===== config.mk =====
export PLATFORM = sky130hd
export DESIGN_NAME = mem_access_ctrl_flat
export DESIGN_NICKNAME = d
export VERILOG_FILES = /design/src/rtl/mem_access_pkg.sv /design/src/rtl/mem_access_ctrl_if.sv /design/src/rtl/mem_strb_gen.sv /design/src/rtl/mem_access_ctrl.sv /design/src/flat_wrapper.sv
export SDC_FILE = /design/constraint.sdc
export NUM_CORES = 1
export LEC_CHECK = 0
export BUFFER_PORTS_ARGS = -buffer_cell sky130_fd_sc_hd__buf_2
export CAP_MARGIN = 10
export CORE_MARGIN = 8
export CORE_UTILIZATION = 52
export CTS_CLUSTER_SIZE = 30
export DETAILED_ROUTE_END_ITERATION = 8
export GPL_ROUTABILITY_DRIVEN = 1
export PLACE_DENSITY = 0.86
export SYNTH_ARGS = -nofsm -noshare
export SYNTH_HDL_FRONTEND = slang
export SYNTH_SLANG_ARGS = --single-unit

===== constraint.sdc =====
create_clock -name cpu_clk -period 2.9 [get_ports cpu_clk]
set_input_delay 0.87 -clock cpu_clk [delete_from_list [all_inputs] [get_ports cpu_clk]]
set_output_delay 0.87 -clock cpu_clk [all_outputs]
set_load 0.02 [all_outputs]

===== src/rtl/mem_access_pkg.sv =====
// Shared types and constants for the data-memory access controller.
package mem_access_pkg;

    localparam int unsigned ADDR_W              = 32;
    localparam int unsigned DATA_W              = 32;
    localparam int unsigned STRB_W              = DATA_W / 8;
    localparam int unsigned TIMEOUT_CYC_DEFAULT = 255;

    localparam logic [1:0] MEM_SIZE_B = 2'b00;
    localparam logic [1:0] MEM_SIZE_H = 2'b01;
    localparam logic [1:0] MEM_SIZE_W = 2'b10;

    typedef enum logic [1:0] {
        ST_IDLE = 2'd0,
        ST_REQ  = 2'd1,
        ST_WAIT = 2'd2,
        ST_DONE = 2'd3
    } state_e;

    // Latched request payload presented on the data bus
    typedef struct packed {
        logic              we;
        logic [ADDR_W-1:0] addr;
        logic [STRB_W-1:0] wstrb;
        logic [DATA_W-1:0] wdata;
    } bus_req_t;

endpackage


===== src/rtl/mem_access_ctrl_if.sv =====
// Data-bus valid/ready handshake between the access controller and memory.
interface mem_access_ctrl_if
    import mem_access_pkg::*;
();

    logic              bus_valid;
    logic              bus_we;
    logic [ADDR_W-1:0] bus_addr;
    logic [STRB_W-1:0] bus_wstrb;
    logic [DATA_W-1:0] bus_wdata;
    logic              bus_ready;
    logic              bus_rvalid;
    logic [DATA_W-1:0] bus_rdata;

    modport master (
        output bus_valid, bus_we, bus_addr, bus_wstrb, bus_wdata,
        input  bus_ready, bus_rvalid, bus_rdata
    );

    modport slave (
        input  bus_valid, bus_we, bus_addr, bus_wstrb, bus_wdata,
        output bus_ready, bus_rvalid, bus_rdata
    );

endinterface


===== src/rtl/mem_strb_gen.sv =====
// Maps access size and byte offset to byte strobes, lane-aligned store data
// and a misalignment flag. Purely combinational.
module mem_strb_gen
    import mem_access_pkg::*;
(
    input  logic [1:0]        size,
    input  logic [1:0]        offset,
    input  logic [DATA_W-1:0] wdata,
    output logic [STRB_W-1:0] wstrb_c,
    output logic [DATA_W-1:0] wdata_c,
    output logic              misalign_c
);

    // Size code 11 falls into the word branch
    always_comb begin
        wstrb_c    = '1;
        misalign_c = 1'b0;
        case (size)
            MEM_SIZE_B: begin
                wstrb_c = STRB_W'(4'b0001 << offset);
            end
            MEM_SIZE_H: begin
                wstrb_c    = STRB_W'(4'b0011 << offset);
                misalign_c = (offset == 2'd3);
            end
            default: begin
                wstrb_c    = '1;
                misalign_c = (offset != 2'd0);
            end
        endcase
    end

    assign wdata_c = wdata << {offset, 3'b000};

endmodule


===== src/rtl/mem_access_ctrl.sv =====
// Data-memory access controller: one valid/ready bus transaction per load/store,
// pipeline stall until completion. Build macro MISALIGN_TRAP_EN enables the misalignment trap.
module mem_access_ctrl
    import mem_access_pkg::*;
#(
    parameter int unsigned TIMEOUT_CYC = TIMEOUT_CYC_DEFAULT
) (
    input  logic              cpu_clk,
    input  logic              cpu_rstn,
    input  logic              mem_req,
    input  logic              mem_we,
    input  logic [1:0]        mem_size,
    input  logic [ADDR_W-1:0] mem_addr,
    input  logic [DATA_W-1:0] mem_wdata,
    output logic              stall,
    output logic              done,
    output logic [DATA_W-1:0] rdata_raw,
    output logic [1:0]        word_sel,
    output logic              bus_err,
    output logic              misalign,
    mem_access_ctrl_if.master bus
);

    localparam int unsigned CNT_NEED = $clog2(TIMEOUT_CYC + 1);
    localparam int unsigned CNT_W    = (CNT_NEED > 8) ? CNT_NEED : 8;

`ifdef MISALIGN_TRAP_EN
    localparam bit TRAP_EN = 1'b1;
`else
    localparam bit TRAP_EN = 1'b0;
`endif

    state_e            state;
    state_e            next_state;
    logic [CNT_W-1:0]  cnt;
    bus_req_t          req_q;
    logic [1:0]        off_q;
    logic              bus_valid_q;
    logic              misalign_q;

    logic [STRB_W-1:0] wstrb_c;
    logic [DATA_W-1:0] wdata_c;
    logic              misalign_c;
    logic              trap_c;
    logic              timeout_c;

    logic              bus_valid_d;
    logic              done_d;
    logic              bus_err_d;
    logic              misalign_d;
    logic              req_ld;
    logic              rd_cap;
    logic              rd_clr;

    mem_strb_gen u_strb_gen (
        .size       (mem_size),
        .offset     (mem_addr[1:0]),
        .wdata      (mem_wdata),
        .wstrb_c    (wstrb_c),
        .wdata_c    (wdata_c),
        .misalign_c (misalign_c)
    );

    assign trap_c    = TRAP_EN && misalign_c;
    assign timeout_c = (cnt == CNT_W'(TIMEOUT_CYC - 1));

    // State register
    always_ff @(posedge cpu_clk or negedge cpu_rstn) begin
        if (!cpu_rstn) state <= ST_IDLE;
        else           state <= next_state;
    end

    // Next-state logic; bus progress takes priority over the timeout
    always_comb begin
        next_state = state;
        case (state)
            ST_IDLE: begin
                if (mem_req) next_state = trap_c ? ST_DONE : ST_REQ;
            end
            ST_REQ: begin
                if (bus.bus_ready)  next_state = (req_q.we || bus.bus_rvalid) ? ST_DONE : ST_WAIT;
                else if (timeout_c) next_state = ST_DONE;
            end
            ST_WAIT: begin
                if (bus.bus_rvalid || timeout_c) next_state = ST_DONE;
            end
            default: next_state = ST_IDLE;
        endcase
    end

    // Next values of the registered outputs and datapath load enables
    always_comb begin
        bus_valid_d = (next_state == ST_REQ);
        done_d      = (next_state == ST_DONE);
        bus_err_d   = 1'b0;
        misalign_d  = 1'b0;
        req_ld      = 1'b0;
        rd_cap      = 1'b0;
        rd_clr      = 1'b0;
        case (state)
            ST_IDLE: begin
                req_ld     = mem_req && !trap_c;
                misalign_d = mem_req && trap_c;
            end
            ST_REQ: begin
                if (bus.bus_ready) begin
                    rd_cap = !req_q.we && bus.bus_rvalid;
                end else if (timeout_c) begin
                    bus_err_d = 1'b1;
                    rd_clr    = !req_q.we;
                end
            end
            ST_WAIT: begin
                if (bus.bus_rvalid) begin
                    rd_cap = 1'b1;
                end else if (timeout_c) begin
                    bus_err_d = 1'b1;
                    rd_clr    = 1'b1;
                end
            end
            default: ;
        endcase
    end

    // Output, request and load-data registers
    always_ff @(posedge cpu_clk or negedge cpu_rstn) begin
        if (!cpu_rstn) begin
            bus_valid_q <= 1'b0;
            done        <= 1'b0;
            bus_err     <= 1'b0;
            misalign_q  <= 1'b0;
            cnt         <= '0;
            req_q       <= '0;
            off_q       <= 2'b00;
            rdata_raw   <= '0;
            word_sel    <= 2'b00;
        end else begin
            bus_valid_q <= bus_valid_d;
            done        <= done_d;
            bus_err     <= bus_err_d;
            misalign_q  <= misalign_d;

            if ((next_state == ST_REQ  && state != ST_REQ) ||
                (next_state == ST_WAIT && state != ST_WAIT)) begin
                cnt <= '0;
            end else if (state == ST_REQ || state == ST_WAIT) begin
                cnt <= cnt + CNT_W'(1);
            end

            if (req_ld) begin
                req_q <= '{we:    mem_we,
                           addr:  {mem_addr[ADDR_W-1:2], 2'b00},
                           wstrb: wstrb_c,
                           wdata: wdata_c};
                off_q <= mem_addr[1:0];
            end

            if (rd_cap) begin
                rdata_raw <= bus.bus_rdata;
                word_sel  <= off_q;
            end else if (rd_clr) begin
                rdata_raw <= '0;
                word_sel  <= off_q;
            end
        end
    end

    assign stall = (state == ST_IDLE && mem_req) || (state == ST_REQ) || (state == ST_WAIT);
    assign misalign = misalign_q;

    assign bus.bus_valid = bus_valid_q;
    assign bus.bus_we    = req_q.we;
    assign bus.bus_addr  = req_q.addr;
    assign bus.bus_wstrb = req_q.wstrb;
    assign bus.bus_wdata = req_q.wdata;

endmodule


===== src/flat_wrapper.sv =====
// flat-port wrapper written by rule: the top's interface ports become plain ports
module mem_access_ctrl_flat import mem_access_pkg::*;
#(
    parameter int unsigned TIMEOUT_CYC = TIMEOUT_CYC_DEFAULT
)
  (cpu_clk, cpu_rstn, mem_req, mem_we, mem_size, mem_addr, mem_wdata, stall, done, rdata_raw, word_sel, bus_err, misalign, bus_bus_valid, bus_bus_we, bus_bus_addr, bus_bus_wstrb, bus_bus_wdata, bus_bus_ready, bus_bus_rvalid, bus_bus_rdata);
  mem_access_ctrl_if bus_i ();
  input  logic cpu_clk;
  input  logic cpu_rstn;
  input  logic mem_req;
  input  logic mem_we;
  input  logic [1:0] mem_size;
  input  logic [ADDR_W-1:0] mem_addr;
  input  logic [DATA_W-1:0] mem_wdata;
  output logic stall;
  output logic done;
  output logic [DATA_W-1:0] rdata_raw;
  output logic [1:0] word_sel;
  output logic bus_err;
  output logic misalign;
  output wire logic [$bits(bus_i.bus_valid)-1:0] bus_bus_valid;
  output wire logic [$bits(bus_i.bus_we)-1:0] bus_bus_we;
  output wire logic [$bits(bus_i.bus_addr)-1:0] bus_bus_addr;
  output wire logic [$bits(bus_i.bus_wstrb)-1:0] bus_bus_wstrb;
  output wire logic [$bits(bus_i.bus_wdata)-1:0] bus_bus_wdata;
  input wire logic [$bits(bus_i.bus_ready)-1:0] bus_bus_ready;
  input wire logic [$bits(bus_i.bus_rvalid)-1:0] bus_bus_rvalid;
  input wire logic [$bits(bus_i.bus_rdata)-1:0] bus_bus_rdata;
  assign bus_bus_valid = bus_i.bus_valid;
  assign bus_bus_we = bus_i.bus_we;
  assign bus_bus_addr = bus_i.bus_addr;
  assign bus_bus_wstrb = bus_i.bus_wstrb;
  assign bus_bus_wdata = bus_i.bus_wdata;
  assign bus_i.bus_ready = bus_bus_ready;
  assign bus_i.bus_rvalid = bus_bus_rvalid;
  assign bus_i.bus_rdata = bus_bus_rdata;
  mem_access_ctrl #(.TIMEOUT_CYC(TIMEOUT_CYC)) u_core (.cpu_clk(cpu_clk), .cpu_rstn(cpu_rstn), .mem_req(mem_req), .mem_we(mem_we), .mem_size(mem_size), .mem_addr(mem_addr), .mem_wdata(mem_wdata), .stall(stall), .done(done), .rdata_raw(rdata_raw), .word_sel(word_sel), .bus_err(bus_err), .misalign(misalign), .bus(bus_i));
endmodule

Word-level counts from Yosys, hierarchy flattened
Index checks and enable logic that the tools add are counted.

Register bits after elaboration: 116. Input bits: 104. Output and inout bits: 108. Word-level logic and storage cells: 64.

$add $sub $neg: 1. Eq/ne operators: 9. Shift operators: 3. Muxes and demuxes: 24. Reductions and logical operators: 15.

Operators by type and width (count): 32-bit 2-to-1 mux (2); 32-bit by 5-bit left shift with 32-bit output (1); 8-bit 2-to-1 mux (2); 2-bit 2-to-1 mux (6); 1-bit 2-to-1 mux (9); 8-bit by 1-bit adder with 8-bit output, second input constant (1); 8-bit == test, second input constant (1); 4-bit one-hot mux with 2 select lines (1); 2-bit by 1-bit == test with 1-bit output, second input constant (3); 2-bit == test, second input constant (3); 1-bit logical OR (6); 1-bit one-hot mux with 2 select lines (3); 2-bit one-hot mux with 3 select lines (1); 1-bit logical AND (4); 2-bit logical NOT (2); 2-bit nonzero test (2); 1-bit by 2-bit left shift with 4-bit output, first input constant (1); 2-bit by 2-bit left shift with 4-bit output, first input constant (1); 2-bit by 1-bit != test with 1-bit output, second input constant (1); 2-bit != test, second input constant (1); 1-bit logical NOT (1).

Longest topological paths before layout
Gate-level depths: netlist (run 1).

Word-level depth: 8. Mapped depth: 8. Gate-level depth less buffers: 6.

Cells and area by module
A second synthesis (run 1) with hierarchy kept.

Cells, all modules: 386. Area total of the unflattened synthesis: 5187.5 sq um.

Modules (own cells, without submodules): mem_access_ctrl (times used 1, cells an instance 308, area each 4533.1 sq um); mem_strb_gen (times used 1, cells an instance 78, area each 654.4 sq um).

Least setup slack after synthesis (run 1)
No wires, ideal clock.

Path type: input-to-output. Start: in mem_req. End: out stall. Arrival: 1598 ps. Required time: 2030 ps. Path slack: 432 ps. Stages on the path: 4. Path buffers: 2. Cell sequence: nand2_1 -> buf_2 -> buf_1 -> nand2_1.

Word-level cells in the longest chain between the ends: 3.

RTL lines: start, declared (RTL line flat_wrapper.sv:10) `input logic mem_req;`; 1-bit logical AND (RTL line mem_access_ctrl.sv:168) `assign stall = (state == ST_IDLE && mem_req) || (state == ST_REQ) || (state == ST_WAIT);`; 1-bit logical OR (2 in series) (RTL line mem_access_ctrl.sv:168); end, declared (RTL line flat_wrapper.sv:15) `output logic stall;`.

Every way passes these cells.

Final worst setup path (run 1)
Start: reg u_core.state[0]. End: out stall.

Word-level cells in the longest chain between the ends: 4. Elaborated cells on any way between the ends: 6. Those cells by class: eq/ne (2); reduce/logical (4).

RTL lines: start, declared (RTL line mem_access_ctrl.sv:33) `state_e state;`; start signal, assigned (RTL line mem_access_ctrl.sv:70) `else state <= next_state;`; 2-bit logical NOT (RTL line mem_access_ctrl.sv:168); 1-bit logical AND (RTL line mem_access_ctrl.sv:168); 1-bit logical OR (RTL line mem_access_ctrl.sv:168); 1-bit logical OR * (RTL line mem_access_ctrl.sv:168).

Mark *: on every way between the ends. The rest lies on a longest branch, timed or not.

==> flow_summary.toml, run 1 <==
[clock_network]
clk_pin_slew_ns = 0.06
ctsResizeCount = 0
cts_sinks = 116
clockRootBuffer = "clkbuf_8"
worstSkewPairLatency_ns = 0.50
cts_tree = "built"
cts_buffers = 17
cts_setup_buffers = 0
holdBufCountCts = 0
htreeDepth = 4
ctsLongestPathBuffers = 2

[flow_run]
maxCapViolCount = 0

[synthesis]
synth_compound_area_share_pct = 15.9
synth_xor_area_share_pct = 1.21
synthAdderAreaFrac_pct = 1.48
async_reset_ff_share_pct = 100
postSynthAreaPerCell_um2 = 12.3
synth_top_area_share_pct = 57.2
synth_edf_count = 0
postSynthCellCount = 412
synth_area_um2 = 5080
ys_seq_area_share_pct = 57.2
synthMuxAreaShare_pct = 12.8
yosysWarnings = 0
synth_cell_types = 46
synth-seq-cells = 116
ys_top_cells_by_area = "dfrtp_1, a22o_1, mux2_2"
yosysMostFrequentCell = "dfrtp_1"
yosysTopAreaCell = "dfrtp_1"
synth.cells.most_frequent = "dfrtp_1, a22o_1, mux2_2, nand2_1"
synth-main-ff-cell = "dfrtp_1"
yosys.area_share.simple_pct = 7.74
synth_top_family_by_area = "compound AO/OA/AOI/OAI gates"

[final_layout]
design_area_um2 = 6810
area_growth_pct = 34.2
final-seq-area_um2 = 2900
drive_gt1_share_pct = 45.6
fillers = 700
fin_nets = 729
finalNonFillerCells = 765
multi_input_area_um2 = 2010
diodes = 0
finish.utilization_pct = 70.7

[sta]
fin_setup_tns_ns = 0
fin_ws_ns = 0.287
worst_pin_slew_ns = 0.930
drv_slew = 0
fmax_mhz = 383
holdWs_ns = 0.308
rsz0062_at_grt = "false"
hold_violations = 0
period_minus_slack_ns = 2.61
post-route-period-util_pct = 90.1
timing.slew.headroom_pct = 38.0
skew_ns = 0.00743
setup_viol = 0

[worst_setup_path]
cp-end-kind = "output pin"
max_stage_delay_ns = 0.44
cp-start-kind = "flop"
r2r_start = "u_core.state[1]$_DFF_PN0_"
cp_data_arrival_time_ns = 1.74
crit_family = "flip-flops"
crit_buf_inv = 2
critPathSlowestCell = "dfrtp_1"
cp_cell_sequence = "inv_1 > ha_1 > nor2_1 > nand2_1 > buf_2"
critPathRequiredTime_ns = 2.03
critPathKind = "flop to output pin"
critPathLaunch = "u_core.state[0]$_DFF_PN0_"
cp_max_fo = 7

[detailed_routing]
vias = 4077
first_iter_violations = 266
wl_um = 13900
post_drt_via_cell_ratio = 5.33
route.detailed.drc = 0
final_antenna_net_count = 0
drtPass1Iterations = 6
wire_per_inst_um = 18.2

[global_routing]
grt_max_degree = 84
grt_pass1_vias = 4149
grt_util_met2_pct = 34.5
busiest_layer = "met2"
grt.overflow.total = 0
use_met3_pct = 7.20
grt_pass1_wl_um = 21800
grt_use_met1_pct = 25.6
antenna_found_initial = 0
grtUsageTotal_pct = 21.1

[floorplanning]
die_w_um = 115
fp.dieH_um = 115
start_util_pct = 52.7
fp.coreArea_um2 = 9640
rows = 36
dieArea_um2 = 13200
io_pins = 212

[power]
power_density_nw_per_um2 = 1200
p_leak_nw = 3.49
p_total_mw = 8.17
peakVddDrop_v = 0.000678

[worst_hold_path]
hold_path_class = "primary input to asynchronous set/reset pin"

[outcome]
outcome = "finished clean"

[placed_design]
place_ws_ns = 0.435
hpwl_um = 10200
io_buffers = 208
place_area_um2 = 6220
dpl.cell_count = 733
gp_congestion = 0.894
-- path summary, 6_finish.rpt --
kind                       slack [ns]  depth (start not counted)                              endpoint
max in group asynchronous        1.91                          2             u_core.state[0]$_DFF_PN0_
hold reg to reg                  0.48                          2  u_core.bus.bus_wdata[13]$_DFFE_PN0P_
setup reg to reg                 0.43                          6        u_core.word_sel[0]$_DFFE_PN0P_
setup / recovery                 0.29                          5                                 stall
min in group cpu_clk             0.48                          2  u_core.bus.bus_wdata[13]$_DFFE_PN0P_
hold / removal                   0.31                          1      u_core.rdata_raw[21]$_DFFE_PN0P_
-- sequential cells by signal, indices dropped and copies added, names as in the netlist --
signal / cells
u_core.bus.bus_wdata: 32
u_core.rdata_raw: 32
u_core.bus.bus_addr: 30
u_core.cnt: 8
u_core.bus.bus_wstrb: 4
u_core.off_q: 2
u_core.state: 2
u_core.word_sel: 2
u_core.bus.bus_valid: 1
u_core.bus.bus_we: 1
u_core.bus_err: 1
u_core.done: 1
-- per-layer routing --
| layer | share of wire (%) | vias to the layer above | wire (um) |
|---|---|---|---|
| li1 | - | 1905 | - |
| met1 | 41 | 1988 | 5680 |
| met2 | 50 | 176 | 6950 |
| met3 | 8.2 | 8 | 1150 |
| met4 | 0.93 | 0 | 129 |
| met5 | 0 | - | 0 |
-- area by class of cell --
class | instances | share of cell area, %
Clock inverter | 11 | 2.31
Tap cell | 133 | 2.44
Sequential cell | 116 | 42.6
Timing Repair Buffer | 215 | 16.5
Clock buffer | 21 | 6.45
Multi-Input combinational cell | 264 | 29.5
Inverter | 5 | 0.275
-- cell families after synthesis --
group | after synthesis
mux | 59
fa+ha+maj | 6
compound gates | 111
buf+inv | 34
other cells | 1
xor+xnor | 7
flops | 116
simple gates | 78
-- layout by cell type, fill, tap and decap left out, types with 16 or more instances in the layout --
| master | count |
|---|---|
| buf_2 | 207 |
| dfrtp_1 | 116 |
| a22o_1 | 40 |
| mux2_2 | 29 |
| nand2_1 | 28 |
| nor2_1 | 19 |
| a21oi_1 | 19 |
| o21ai_0 | 17 |
| a211oi_1 | 16 |
| mux2i_1 | 16 |
| clkbuf_16 | 16 |
-- power by group --
part	internal (mW)	total [mW]	switching [mW]	leakage, nW
sequential	2.35	2.76	0.415	1.44
combinational	1.28	3.31	2.03	1.75
clock	1.41	2.10	0.694	0.295
(Power assumes the default switching activity.)
==> inputs of run 2 (changes only) <==
==> constraint.sdc (replaced) <==
create_clock -name cpu_clk -period 2.9 [get_ports cpu_clk]
set_input_delay 0 -clock cpu_clk [delete_from_list [all_inputs] [get_ports cpu_clk]]
set_output_delay 0 -clock cpu_clk [all_outputs]
set_load 0.02 [all_outputs]
==> flow_summary.toml, run 2 (same netlist as run 1, synthesis figures left out) <==
[worst_hold_path]
holdPathStages = 5
hold_start = "mem_wdata[31]"
hold_path_class = "primary input to flop"
hold-path-endpoint = "u_core.bus.bus_wdata[31]$_DFFE_PN0P_"

[detailed_routing]
drtPass1Iterations = 5
wire_per_inst_um = 20.4
post_drt_via_cell_ratio = 5.52
wl_um = 17600
final_antenna_net_count = 0
route.detailed.drc = 0
vias = 4764
first_iter_violations = 316

[clock_network]
clk_pin_slew_ns = 0.06
cts_buffers = 17
cts_tree = "built"
worstSkewPairLatency_ns = 0.51
cts_setup_buffers = 0
cts_sinks = 116
clockRootBuffer = "clkbuf_8"
htreeDepth = 4
ctsLongestPathBuffers = 2

[floorplanning]
die_w_um = 115
io_pins = 212
fp.dieH_um = 115
fp.coreArea_um2 = 9640
rows = 36
start_util_pct = 52.7
dieArea_um2 = 13200

[placed_design]
hpwl_um = 10400
place_area_um2 = 6190
dpl.cell_count = 730
gp_congestion = 0.841
place_ws_ns = 0.812
io_buffers = 208

[sta]
setup_viol = 0
fin_setup_tns_ns = 0
period_minus_slack_ns = 2.15
drv_slew = 0
rsz0062_at_grt = "false"
holdWs_ns = 0.00943
fmax_mhz = 466
timing.slew.headroom_pct = 42.3
skew_ns = 0.00851
fin_ws_ns = 0.755
worst_pin_slew_ns = 0.866
hold_violations = 0
post-route-period-util_pct = 74.0

[outcome]
outcome = "finished clean"

[worst_setup_path]
cp_data_arrival_time_ns = 2.53
cp_max_fo = 32
rrSetupSlack_ns = 0.75
critPathRequiredTime_ns = 3.29
critPathKind = "flop to flop"
ff2ff_path_depth = 7
r2r_start = "u_core.state[1]$_DFF_PN0_"
cp-start-kind = "flop"
r2r_end = "u_core.rdata_raw[9]$_DFFE_PN0P_"
cp-end-kind = "flop"

[final_layout]
multi_input_area_um2 = 2010
final-seq-area_um2 = 2900
fin_nets = 824
drive_gt1_share_pct = 39.6
design_area_um2 = 7770
layout_common_cells = "buf_2, dfrtp_1, dlygate4sd3_1"
area_growth_pct = 53.0
fillers = 551
finalNonFillerCells = 863
final_common_cell = "buf_2"
finish.utilization_pct = 80.6

[global_routing]
grt_pass1_wl_um = 27800
grt.overflow.total = 0
grtUsageTotal_pct = 27.4
grt_max_degree = 67
antenna_found_initial = 1
grt_pass1_vias = 5073

[power]
p_total_mw = 8.37
peakVddDrop_v = 0.000567
power_density_nw_per_um2 = 1080
p_leak_nw = 3.86

[flow_run]
maxCapViolCount = 0
[run 2: cell count changes in the layout (fill, tap and decap cells not counted)]
cell | before | now
bufinv_16 | 4 | 2
clkinvlp_4 | 1 | 6
diode_2 | 0 | 3
clkinv_2 | 6 | 3
buf_4 | 6 | 3
inv_6 | 0 | 1
dlygate4sd3_1 | 0 | 98
clkbuf_8 | 2 | 4
clkbuf_1 | 3 | 0
[run 2: repair_timing]
action / in CTS / in global routing
hold endpoints to repair: 167 / 0
hold buffers: 98 / 0
resized for setup: 0 / 0
[run 2: worst max path at each step]
| stage | from | depth (start not counted) | to |
|---|---|---|---|
| 2_1_floorplan | u_core.state[1]$_DFF_PN0_ | 7 | u_core.word_sel[0]$_DFFE_PN0P_ |
| 3_3_place_gp | u_core.state[1]$_DFF_PN0_ | 7 | u_core.rdata_raw[24]$_DFFE_PN0P_ |
| 3_5_place_dp | u_core.state[0]$_DFF_PN0_ | 7 | u_core.rdata_raw[1]$_DFFE_PN0P_ |
| 4_1_cts | u_core.state[0]$_DFF_PN0_ | 7 | u_core.rdata_raw[23]$_DFFE_PN0P_ |
| 5_1_grt | u_core.state[1]$_DFF_PN0_ | 7 | u_core.rdata_raw[9]$_DFFE_PN0P_ |
| 6_report | u_core.state[1]$_DFF_PN0_ | 7 | u_core.rdata_raw[9]$_DFFE_PN0P_ |
[run 2: power by group]
| group | switching (mW) | total [mW] | internal, mW |
|---|---|---|---|
| registers | 0.478 | 2.83 | 2.35 |
| logic | 2.14 | 3.51 | 1.37 |
| clock network | 0.753 | 2.04 | 1.29 |
[run 2: per-layer routing]
metal | vias up | routed length [um] | GRT usage, %
met5 | - | 0 | 0
met4 | 0 | 689 | 13.5
met3 | 63 | 1530 | 8.40
met2 | 279 | 9090 | 47.2
met1 | 2325 | 6300 | 30.2
li1 | 2097 | - | -
[run 2: layout make-up]
cell class | instances | area share, %
Antenna cell | 3 | 0.0966
Clock buffer | 20 | 5.86
Clock inverter | 12 | 1.66
Inverter | 5 | 0.242
Multi-Input combinational cell | 264 | 25.9
Sequential cell | 116 | 37.4
Tap cell | 133 | 2.14
Timing Repair Buffer | 310 | 26.8
[run 2: critical path: stages (launching register included)]
cell	delay [ns]
dfrtp_1	0.45
inv_1	0.11
ha_1	0.52
nand2_1	0.17
a21oi_4	0.18
a31oi_4	0.06
buf_4	0.28
a22o_1	0.25
